==> src/rtl/snake_pkg.sv <==
// Shared definitions for the snake input controller: direction encoding,
// debounce FSM states and direction helpers.
package snake_pkg;

  localparam logic [1:0] DIR_UP    = 2'b00;
  localparam logic [1:0] DIR_DOWN  = 2'b01;
  localparam logic [1:0] DIR_LEFT  = 2'b10;
  localparam logic [1:0] DIR_RIGHT = 2'b11;

  typedef enum logic [1:0] {
    IDLE    = 2'b00,
    WAIT_HI = 2'b01,
    PRESSED = 2'b10,
    WAIT_LO = 2'b11
  } deb_state_t;

  // Up/down and left/right differ only in bit 0 of the encoding.
  function automatic logic [1:0] opposite_dir(input logic [1:0] d);
    return {d[1], ~d[0]};
  endfunction

  // Pulse vector is ordered {U,D,L,R}; U has highest priority.
  function automatic logic [1:0] pulse_to_dir(input logic [3:0] p);
    logic [1:0] d;
    if (p[3])      d = DIR_UP;
    else if (p[2]) d = DIR_DOWN;
    else if (p[1]) d = DIR_LEFT;
    else           d = DIR_RIGHT;
    return d;
  endfunction

endpackage

==> src/rtl/btn_debounce.sv <==
// One push-button channel: 2-flop synchroniser, debounce FSM with a saturating
// stability counter, and a single-cycle pulse per accepted press.
module btn_debounce
  import snake_pkg::*;
#(
  parameter int DEB_CYCLES = 4_000_000,
  parameter int CNT_W      = 22
) (
  input  logic ClkPort,
  input  logic Reset,
  input  logic btn,
  output logic pulse
);

  localparam logic [CNT_W-1:0] DEB_VAL = CNT_W'(DEB_CYCLES);
  localparam logic [CNT_W-1:0] CNT_MAX = '1;

  logic [1:0]       sync_reg;
  logic             synced;
  deb_state_t       state_reg, state_next;
  logic [CNT_W-1:0] cnt_reg, cnt_next, cnt_inc;

  assign synced = sync_reg[1];

  always_ff @(posedge ClkPort) begin
    if (Reset) begin
      sync_reg  <= 2'b00;
      state_reg <= IDLE;
      cnt_reg   <= '0;
    end else begin
      sync_reg  <= {sync_reg[0], btn};
      state_reg <= state_next;
      cnt_reg   <= cnt_next;
    end
  end

  // Saturating increment keeps a stuck count from wrapping back to zero.
  assign cnt_inc = (cnt_reg == CNT_MAX) ? cnt_reg : cnt_reg + CNT_W'(1);

  always_comb begin
    state_next = state_reg;
    cnt_next   = cnt_reg;
    case (state_reg)
      IDLE: begin
        cnt_next = '0;
        if (synced) state_next = WAIT_HI;
      end
      WAIT_HI: begin
        if (!synced) begin
          state_next = IDLE;
          cnt_next   = '0;
        end else if (cnt_inc == DEB_VAL) begin
          state_next = PRESSED;
          cnt_next   = '0;
        end else begin
          cnt_next = cnt_inc;
        end
      end
      PRESSED: begin
        state_next = WAIT_LO;
        cnt_next   = '0;
      end
      WAIT_LO: begin
        // A bounce back high restarts the release count.
        if (synced) begin
          cnt_next = '0;
        end else if (cnt_inc == DEB_VAL) begin
          state_next = IDLE;
          cnt_next   = '0;
        end else begin
          cnt_next = cnt_inc;
        end
      end
      default: begin
        state_next = IDLE;
        cnt_next   = '0;
      end
    endcase
  end

  assign pulse = (state_reg == PRESSED);

endmodule

==> src/rtl/snake_input_ctrl.sv <==
// Snake direction input: four debounced buttons feed a pending-direction latch
// committed on move_tick. Define SNAKE_REVERSE_BLOCK_EN to discard 180-degree reversals.
module snake_input_ctrl
  import snake_pkg::*;
#(
  parameter int DEB_CYCLES = 4_000_000,
  parameter int CNT_W      = 22
) (
  input  logic       ClkPort,
  input  logic       Reset,
  input  logic       BtnU,
  input  logic       BtnD,
  input  logic       BtnL,
  input  logic       BtnR,
  input  logic       move_tick,
  output logic [1:0] dir,
  output logic       moving,
  output logic [3:0] btn_pulse,
  output logic [1:0] pending
);

  logic [3:0] btn_raw;
  assign btn_raw = {BtnU, BtnD, BtnL, BtnR};

  generate
    for (genvar gi = 0; gi < 4; gi++) begin : g_btn
      btn_debounce #(
        .DEB_CYCLES(DEB_CYCLES),
        .CNT_W     (CNT_W)
      ) u_deb (
        .ClkPort(ClkPort),
        .Reset  (Reset),
        .btn    (btn_raw[gi]),
        .pulse  (btn_pulse[gi])
      );
    end
  endgenerate

  logic [1:0] dir_reg, dir_next;
  logic [1:0] pending_reg, pending_next;
  logic       pending_valid_reg, pending_valid_next;
  logic       moving_reg, moving_next;
  logic       any_pulse;
  logic [1:0] cand_dir;
  logic       cand_valid;
  logic       reverse;

  always_ff @(posedge ClkPort) begin
    if (Reset) begin
      dir_reg           <= DIR_RIGHT;
      pending_reg       <= DIR_RIGHT;
      pending_valid_reg <= 1'b0;
      moving_reg        <= 1'b0;
    end else begin
      dir_reg           <= dir_next;
      pending_reg       <= pending_next;
      pending_valid_reg <= pending_valid_next;
      moving_reg        <= moving_next;
    end
  end

  // A pulse coinciding with move_tick bypasses the latch and commits directly.
  assign any_pulse  = |btn_pulse;
  assign cand_dir   = any_pulse ? pulse_to_dir(btn_pulse) : pending_reg;
  assign cand_valid = any_pulse | pending_valid_reg;

`ifdef SNAKE_REVERSE_BLOCK_EN
  assign reverse = moving_reg && (cand_dir == opposite_dir(dir_reg));
`else
  assign reverse = 1'b0;
`endif

  always_comb begin
    dir_next           = dir_reg;
    pending_next       = pending_reg;
    pending_valid_next = pending_valid_reg;
    moving_next        = moving_reg;
    if (any_pulse) begin
      pending_next       = cand_dir;
      pending_valid_next = 1'b1;
    end
    if (move_tick) begin
      pending_valid_next = 1'b0;
      if (cand_valid && !reverse) begin
        dir_next    = cand_dir;
        moving_next = 1'b1;
      end
    end
  end

  assign dir     = dir_reg;
  assign moving  = moving_reg;
  assign pending = pending_reg;

endmodule

==> config.mk <==
export PLATFORM = sky130hd
export DESIGN_NAME = snake_input_ctrl
export DESIGN_NICKNAME = d
export VERILOG_FILES = /design/src/rtl/snake_pkg.sv /design/src/rtl/btn_debounce.sv /design/src/rtl/snake_input_ctrl.sv
export SDC_FILE = /design/constraint.sdc
export NUM_CORES = 1
export LEC_CHECK = 0
export BUFFER_PORTS_ARGS = -buffer_cell sky130_fd_sc_hd__clkbuf_2
export CORE_UTILIZATION = 39
export CTS_BUF_LIST = sky130_fd_sc_hd__clkbuf_8
export DETAILED_ROUTE_END_ITERATION = 8
export PLACE_DENSITY_LB_ADDON = 0.15
export SYNTH_ARGS = -nofsm -noshare
export SYNTH_HDL_FRONTEND = slang
export SYNTH_SLANG_ARGS = --single-unit
==> constraint.sdc <==
create_clock -name ClkPort -period 8.8 [get_ports ClkPort]
set_clock_uncertainty 0.05 [all_clocks]
set_input_delay 0.88 -clock ClkPort [delete_from_list [all_inputs] [get_ports ClkPort]]
set_output_delay 0.88 -clock ClkPort [all_outputs]
set_load 0.1 [all_outputs]
==> impl_metrics.toml <==
[outcome]
status = "completed"

[die]
dieArea_um2 = 17200
core_region_area_um2 = 16100
core.rowCount = 46
dieWidth_um = 131
io_pins = 16
die_h_um = 131
start_util_pct = 40.4

[global_route]
grt_first_pass_wirelength_um = 27500
track_usage_pct = 19.3
grt.overflow.total = 0
antenna_found_initial = 0
grt_max_degree = 27
grt_pass1_vias = 5581

[route]
wl_um = 16300
routedWlPerCell_um = 15.8
route.detailed.drc = 0
viasPerCell = 5.93
postRouteAntennaNets = 0
vias = 6096
drtIter0Drc = 620
drt_pass1_iterations = 6

[power]
p_leak_nw = 2.00
netSwitchingFraction_pct = 21.8
p_int_mw = 0.616
power_switching_mw = 0.171
powerDensity_nw_per_um2 = 116
peakVddDrop_mv = 0.0745
pwr-share-seq_pct = 63.6
total_power_mw = 0.787
power.share.clock_pct = 35.4
power_frac_comb_pct = 1.0

[placed_design]
dpl-instance-area_um2 = 6660
dp_hpwl_um = 11800
gp_congestion = 0.866
portBuffers = 15
pre_cts_ws_ps = 5140

[yosys]
syn_area_per_cell_um2 = 7.86
yosys-top-cells-area = "dfxtp_1 34%, xnor2_1 5.5%, nor2_1 4.6%"
syn_inst = 829
synth_flop_cell = "dfxtp_1"
async_reset_ff_share_pct = 0
ys_seq_elements = 110
synth_area_um2 = 6510
synth_edf_count = 0
yosys.area.top_type = "dfxtp_1"
synthDistinctLibCells = 65
yosysSeqAreaShare_pct = 33.8
synth_top_area_share_pct = 33.8
synth_nets = 840
ys_warn_count = 0

[setup_path]
critPathLaunchType = "flop"
arrival_ps = 3880
r2r_slack_ps = 5120
required_ps = 9000
critical_path_class = "flop to flop"
crit_path_end_kind = "flop"
crit_path_max_fanout = 11

[layout]
final_cell_mix = "110 x dfxtp_1, 80 x nor2_1, 60 x nand2_1"
final_util_pct = 42.3
design_area_um2 = 6820
largest_register_ffs = 88
area_growth_pct = 4.65
layout_commonest_cell = "dfxtp_1"
antenna_cells = 0
drive_gt1_share_pct = 7.14
fin_nets = 821

[sta]
finalHoldViolCount = 0
fin_ws_ps = 5120
slew-limit-headroom_pct = 29.1
worstMarginPinSlew_ps = 1060
setup_viol_count_final = 0
tns_ps = 0
drv_slew = 0
max_freq_mhz = 272
fin_crit_ps = 3680
rsz0062_at_grt = "no"
fin_crit_sh_pct = 41.8

[clocking]
cts_root_buf = "clkbuf_8"
cts_tree = "done"
htree_levels = 3
clkTransAtPathRegs_ps = 100
cts_hold_buf = 0
numCtsBuffers = 9
cts.sink_count = 110
ctsResizeCount = 0
clock_latency_ps = 390
post_cts_buffers = 0
cts_buffer_depth = 2

[job]
cap_violations = 0

[min_path]
hp-class = "flop to flop"
==> synthesized netlist by cell type, drive strengths merged (16+ instances only) <==
cell type  instances
a21oi             47
a31oi             16
and3              19
and4              18
buf               17
clkbuf            29
dfxtp            110
inv               24
nand2             60
nand3             43
nand4             36
nor2              80
nor3              48
nor4              24
o21ai             29
xnor2             41
xor2              18
==> cell type report <==
type,instances,area (um2)
clock buffers,11,151
clock inverters,2,10.0
fillers,1667,9300
inverters,24,90.1
multi-input cells,649,4010
flip-flops and latches,110,2200
well taps,216,270
repair buffers,16,82.6
==> metrics by stage <==
step                      cells  hold slack (ps)
after floorplan             829              364
after global placement     1015              372
after detailed placement   1015              387
after CTS                  1028              410
after global routing       1028              416
final                      1028              402
==> routing by layer <==
layer | vias to the layer above | wire length (um) | global-route usage (%)
li1 | 3025 | - | -
met1 | 2878 | 7910 | 26.3
met2 | 171 | 7300 | 29.6
met3 | 22 | 807 | 4.71
met4 | 0 | 238 | 6.01
met5 | - | 0 | 0
==> worst paths after layout <==
check | from | to | depth (start not counted)
setup / recovery | g_btn[3].u_deb.cnt_reg[0]$_SDFF_PP0_ | g_btn[3].u_deb.state_reg[0]$_SDFFE_PP0P_ | 8
hold / removal | g_btn[3].u_deb.sync_reg[0]$_SDFF_PP0_ | g_btn[3].u_deb.sync_reg[1]$_SDFF_PP0_ | 1
setup reg to reg | g_btn[3].u_deb.cnt_reg[0]$_SDFF_PP0_ | g_btn[3].u_deb.state_reg[0]$_SDFFE_PP0P_ | 8
hold reg to reg | g_btn[3].u_deb.sync_reg[0]$_SDFF_PP0_ | g_btn[3].u_deb.sync_reg[1]$_SDFF_PP0_ | 1
==> kinds of logic (layout without fill, tap and decap cells) <==
logic type	after synthesis	in the layout	share of synthesized area (%)
AND/OR/NAND/NOR	408	408	34.1
AO/OA/AOI/OAI	169	169	17.3
flip-flops	110	110	33.8
buffers and inverters	70	53	4.63
XOR/XNOR	59	59	7.93
multiplexers	9	9	1.40
adder cells (fa/ha/maj)	4	4	0.768
==> power groups by stage <==
stage	combinational [mW]	sequential (mW)	clock, mW
after floorplan	0.00490	0.512	0
after global placement	0.00749	0.513	0
after detailed placement	0.00780	0.513	0
after CTS	0.00784	0.501	0.294
after global routing	0.00894	0.502	0.311
final	0.00762	0.501	0.279
==> worst max-delay path: stages (launching register included) <==
cell and delay (ps):
dfxtp_1 430, ha_1 310, nand2_1 150, nor3_1 650
nand2_1 520, a22o_1 370, or4b_2 620, o41ai_1 320
a21oi_1 120
No activity file was read; power rests on OpenSTA's default activity.
